## config.mk

```make
export PLATFORM = sky130hd
export DESIGN_NAME = flow_arbiter
export DESIGN_NICKNAME = d
export VERILOG_FILES = /design/src/rtl/flow_arb_pkg.sv /design/src/rtl/flow_arbiter_rr_pick.sv /design/src/rtl/flow_arbiter.sv
export SDC_FILE = /design/constraint.sdc
export NUM_CORES = 1
export LEC_CHECK = 0
export BUFFER_PORTS_ARGS = -buffer_cell sky130_fd_sc_hd__buf_2
export CAP_MARGIN = 20
export CORE_ASPECT_RATIO = 0.5
export CORE_UTILIZATION = 40
export CTS_BUF_LIST = sky130_fd_sc_hd__clkbuf_8
export CTS_CLUSTER_SIZE = 8
export DETAILED_ROUTE_END_ITERATION = 6
export SLEW_MARGIN = 20
export SYNTH_ARGS = -nofsm -noshare
export SYNTH_HDL_FRONTEND = slang
export SYNTH_HIERARCHICAL = 1
export SYNTH_SLANG_ARGS = --single-unit
```

## constraint.sdc

```tcl
create_clock -name clk -period 10.3 [get_ports clk]
set_clock_uncertainty 0.1 [all_clocks]
set_input_delay 1.03 -clock clk [delete_from_list [all_inputs] [get_ports clk]]
set_output_delay 1.03 -clock clk [all_outputs]
set_load 0.1 [all_outputs]
```

## src/rtl/flow_arb_pkg.sv

```systemverilog
// Shared constants for the flow-control read-side arbiter.
// Optional grant statistics are enabled with the ARB_STATS_EN macro (see flow_arbiter).
package flow_arb_pkg;
    localparam int NUM_Q          = 4;
    localparam int DEFAULT_WEIGHT = 1;

    localparam logic [1:0] S_IDLE = 2'd0;
    localparam logic [1:0] S_RUN  = 2'd1;
    localparam logic [1:0] S_ERR  = 2'd2;

    function automatic logic [NUM_Q-1:0] q_onehot(input logic [1:0] idx);
        q_onehot = 4'b0001 << idx;
    endfunction
endpackage

```

## src/rtl/flow_arbiter_rr_pick.sv

```systemverilog
// Rotating-priority picker: first eligible queue at or after the start pointer.
module rr_pick
    import flow_arb_pkg::*;
(
    input  logic [NUM_Q-1:0] elig,
    input  logic [1:0]       start,
    output logic [NUM_Q-1:0] grant,
    output logic [1:0]       idx,
    output logic             found
);

    logic [1:0] cand;

    // Scan offsets high to low so the nearest eligible queue is the last one written.
    always_comb begin
        idx   = 2'd0;
        found = 1'b0;
        cand  = 2'd0;
        for (int k = NUM_Q - 1; k >= 0; k--) begin
            cand = start + 2'(k);
            if (elig[cand]) begin
                idx   = cand;
                found = 1'b1;
            end else begin
                idx   = idx;
                found = found;
            end
        end
        if (found) begin
            grant = q_onehot(idx);
        end else begin
            grant = 4'b0000;
        end
    end

endmodule

```

## src/rtl/flow_arbiter.sv

```systemverilog
// Weighted round-robin read scheduler for four VC input FIFOs feeding one output FIFO.
// Define ARB_STATS_EN to add per-queue saturating grant counters (stat_sel/stat_cnt).
module flow_arbiter
    import flow_arb_pkg::*;
#(
    parameter int DATA_W   = 6,
    parameter int WEIGHT_W = 4
) (
    input  logic                  clk,
    input  logic                  rst,
    input  logic                  enb,
    input  logic                  idle,
    input  logic [3:0]            continuar,
    input  logic [3:0]            error_full,
    input  logic [3:0]            empty_in,
    input  logic [4*DATA_W-1:0]   data_in,
    input  logic                  out_almost_full,
    input  logic                  wt_wr,
    input  logic [1:0]            wt_addr,
    input  logic [WEIGHT_W-1:0]   wt_data,
    output logic [3:0]            pop,
    output logic [DATA_W-1:0]     data_out,
    output logic                  push_out,
    output logic                  arb_err
`ifdef ARB_STATS_EN
    ,
    input  logic [1:0]            stat_sel,
    output logic [15:0]           stat_cnt
`endif
);

    logic [1:0]          state_r;
    logic [1:0]          ptr_r;
    logic [WEIGHT_W-1:0] credit_r;
    logic [WEIGHT_W-1:0] weight_r [NUM_Q];
    logic                p1_valid_r;
    logic [1:0]          p1_idx_r;
    logic                push_r;
    logic [DATA_W-1:0]   data_out_r;
    logic                arb_err_r;

    logic [3:0]          elig_s;
    logic [3:0]          pick_grant_s;
    logic [1:0]          pick_idx_s;
    logic                pick_found_s;
    logic [1:0]          start_s;
    logic [1:0]          next_state_s;
    logic [1:0]          next_ptr_s;
    logic [WEIGHT_W-1:0] next_credit_s;
    logic                grant_s;
    logic [1:0]          grant_idx_s;
    logic [3:0]          pop_s;
    logic [DATA_W-1:0]   word_s;

    // Per-queue eligibility: data present, not in its almost-empty strobe, not disabled.
    always_comb begin
        for (int i = 0; i < NUM_Q; i++) begin
            elig_s[i] = !empty_in[i] && !continuar[i] && (weight_r[i] != {WEIGHT_W{1'b0}});
        end
    end

    assign start_s = ptr_r + 2'd1;

    rr_pick u_pick (
        .elig  (elig_s),
        .start (start_s),
        .grant (pick_grant_s),
        .idx   (pick_idx_s),
        .found (pick_found_s)
    );

    // Scheduling decision: keep spending the current queue's credit, else rotate and reload.
    always_comb begin
        next_state_s  = state_r;
        next_ptr_s    = ptr_r;
        next_credit_s = credit_r;
        grant_s       = 1'b0;
        grant_idx_s   = ptr_r;
        case (state_r)
            S_IDLE: begin
                if (!idle && (|elig_s)) begin
                    next_state_s = S_RUN;
                end else begin
                    next_state_s = S_IDLE;
                end
            end
            S_RUN: begin
                if (out_almost_full || !(|elig_s) || idle) begin
                    next_state_s = S_IDLE;
                end else if (elig_s[ptr_r] && (credit_r != {WEIGHT_W{1'b0}})) begin
                    grant_s       = 1'b1;
                    next_credit_s = credit_r - WEIGHT_W'(1);
                end else begin
                    grant_s       = pick_found_s;
                    grant_idx_s   = pick_idx_s;
                    next_ptr_s    = pick_idx_s;
                    next_credit_s = weight_r[pick_idx_s] - WEIGHT_W'(1);
                end
            end
            S_ERR: begin
                next_state_s = S_ERR;
            end
            default: begin
                next_state_s = S_ERR;
            end
        endcase
        if (enb && grant_s && (error_full == 4'b0000)) begin
            pop_s = q_onehot(grant_idx_s);
        end else begin
            pop_s = 4'b0000;
        end
    end

    assign word_s = data_in[DATA_W*int'(p1_idx_r) +: DATA_W];

    // FSM, grant pointer and credit; an overflow wins over everything, including enb.
    always_ff @(posedge clk or negedge rst) begin
        if (!rst) begin
            state_r   <= S_IDLE;
            ptr_r     <= 2'd0;
            credit_r  <= {WEIGHT_W{1'b0}};
            arb_err_r <= 1'b0;
        end else if (error_full != 4'b0000) begin
            state_r   <= S_ERR;
            arb_err_r <= 1'b1;
        end else if (enb) begin
            state_r   <= next_state_s;
            ptr_r     <= next_ptr_s;
            credit_r  <= next_credit_s;
        end
    end

    // Arbitration table; new weights only matter at the next credit reload.
    always_ff @(posedge clk or negedge rst) begin
        if (!rst) begin
            for (int i = 0; i < NUM_Q; i++) begin
                weight_r[i] <= WEIGHT_W'(DEFAULT_WEIGHT);
            end
        end else if (enb && wt_wr) begin
            weight_r[wt_addr] <= wt_data;
        end
    end

    // Two-stage pop-to-push pipeline; it keeps draining in S_ERR so issued pops complete.
    always_ff @(posedge clk or negedge rst) begin
        if (!rst) begin
            p1_valid_r <= 1'b0;
            p1_idx_r   <= 2'd0;
            push_r     <= 1'b0;
            data_out_r <= {DATA_W{1'b0}};
        end else if (enb) begin
            p1_valid_r <= |pop_s;
            p1_idx_r   <= grant_idx_s;
            push_r     <= p1_valid_r;
            if (p1_valid_r) begin
                data_out_r <= word_s;
            end
        end
    end

    assign pop      = pop_s;
    assign data_out = data_out_r;
    assign push_out = push_r && enb;
    assign arb_err  = arb_err_r;

`ifdef ARB_STATS_EN
    logic [15:0] cnt_r [NUM_Q];

    // Saturating per-queue grant counters.
    always_ff @(posedge clk or negedge rst) begin
        if (!rst) begin
            for (int i = 0; i < NUM_Q; i++) begin
                cnt_r[i] <= 16'd0;
            end
        end else begin
            for (int i = 0; i < NUM_Q; i++) begin
                if (pop_s[i] && (cnt_r[i] != 16'hFFFF)) begin
                    cnt_r[i] <= cnt_r[i] + 16'd1;
                end
            end
        end
    end

    assign stat_cnt = cnt_r[stat_sel];
`endif

endmodule

```

==> results.ini <==
[min_path]
hold_path.class=flop to flop
min_from=arb_err

[global_route]
antenna_found_initial=0
grt_max_degree=36
met2_usage_pct=30.8
grt.overflow.total=0
grtUsageMet3_pct=4.80
first_global_vias=1654
grt-busiest-layer=met2
met1_usage_pct=23.1
grt.total_usage_pct=18.3
grt_pass1_wl_um=7860

[cts]
clock_latency_ns=0.30
cts-buffers-inserted=5
htree_num_levels=2
clk_pin_slew_ns=0.08
cts_tree=yes
post-cts-setup-buffers=0
cts-hold-fix-buffers=0
cts.sinks=35
max-clock-path-buffers=2
cts_root_buffer=clkbuf_8
cts_resized=0

[floorplanning]
die_area_sq_mm=0.00592
core_area_sq_mm=0.00516
initial_core_util_pct=43.4
pin_count=60
die_h_um=54.9
fp.dieW_um=108
row_count=18

[logic_synthesis]
yosysWarningCount=6
avgSynthCellArea_sq_um=11.1
syn_inst=201
synth_fp_nets=250
synth.cell_area_sq_mm=0.00224

[route]
totalWireLength_um=5130
routedWlPerCell_um=15.7
drc=0
via_count=1876
drt_iter0_drc=80
ant_nets=0
dr.pass1.iters=4
vias_per_cell=5.74

[cells_and_area]
syn_to_final_growth_pct=17.9
antennaDiodeCount=0
final_cell_mix=buf_2, dfrtp_1, mux2_2
multi_input_area_sq_mm=0.00127
regArea_sq_um=881
layout_commonest_cell=buf_2
final_area_sq_mm=0.00264
final_layout_size_suffix_gt1_share_pct=44.7
fillCellCount=503
nets=305

[power_and_ir_drop]
peakVddDrop_mv=0.0820
p_leak_nw=1.12
cellPowerDensity_mw_per_mm2=150

[timing]
rsz0062_at_grt=no
drv_slew=0
period_minus_slack_ns=4.64
setup_tns_ns=0
fin_crit_sh_pct=45.0
fmax_ghz=0.216
finalHoldViolCount=0
slew_headroom_pct=41.8
tightestPinTransition_ns=0.865
final-setup-viol-count=0
hold_ws_ns=0.377

[critical_path]
path_class=input port to output port
cp-startpoint=empty_in[3]
cp_max_fo=10
startpoint_type=input port
end_kind=output port
arrival_ns=3.51
timing.rr.start=weight_r[0]
required_ns=9.17

[placement]
io_buffers=59
gp_congestion=0.850
place_hpwl_um=3960
place_area_sq_mm=0.00256

[flow_run]
cap_violations=0

[run_status]
status=completed

[worst paths after layout]
| kind | to | slack (ns) | cells after the start |
|---|---|---|---|
| setup / recovery | pop[1] | 5.66 | 7 |
| hold / removal | arb_err | 0.38 | 1 |
| setup reg to reg | credit_r[2] | 6.04 | 10 |
| hold reg to reg | arb_err | 0.38 | 1 |
| max in group asynchronous | weight_r[11] | 8.89 | 1 |
| min in group asynchronous | data_out[1] | 0.70 | 1 |
[metal layers]
metal	routed length, um	share of wire (%)
met1	2370	46
met2	2320	45
met3	378	7.4
met4	65	1.3
met5	0	0
[power breakdown]
part           internal (mW)  switching (mW)
registers              0.159          0.0175
clock network         0.0455          0.0507
logic                 0.0546          0.0678
[flip-flops by register name, summed over array words and instances (netlist names)]
register    flops
weight_r       16
data_out        6
credit_r        4
p1_idx_r        2
ptr_r           2
state_r         2
arb_err         1
p1_valid_r      1
push_r          1
[worst max-delay path, stage by stage]
cell	delay [ns]
buf_2	0.11
nor3_1	0.64
o21bai_1	0.20
a221oi_2	0.76
nand4b_1	0.16
a21oi_1	0.17
buf_2	0.44
[through the flow]
step | cells | power (mW) | utilization (%) | worst slack, ns
after floorplan | 201 | 0.270 | - | 5.10
after global placement | 319 | 0.297 | 49.6 | 5.67
after detailed placement | 319 | 0.301 | 49.6 | 5.53
after CTS | 327 | 0.400 | 51.2 | 5.70
after global routing | 327 | 0.418 | 51.2 | 5.49
final | 327 | 0.395 | 51.2 | 5.66
[area by class of cell]
cell class / count / area share, %
sequential: 35 / 33.3
multi-input combinational: 149 / 48.2
inverter: 6 / 0.853
clock inverter: 3 / 0.474
timing repair buffer: 59 / 11.2
clock buffer: 5 / 2.61
tap: 70 / 3.32
(Power assumes the default switching activity.)
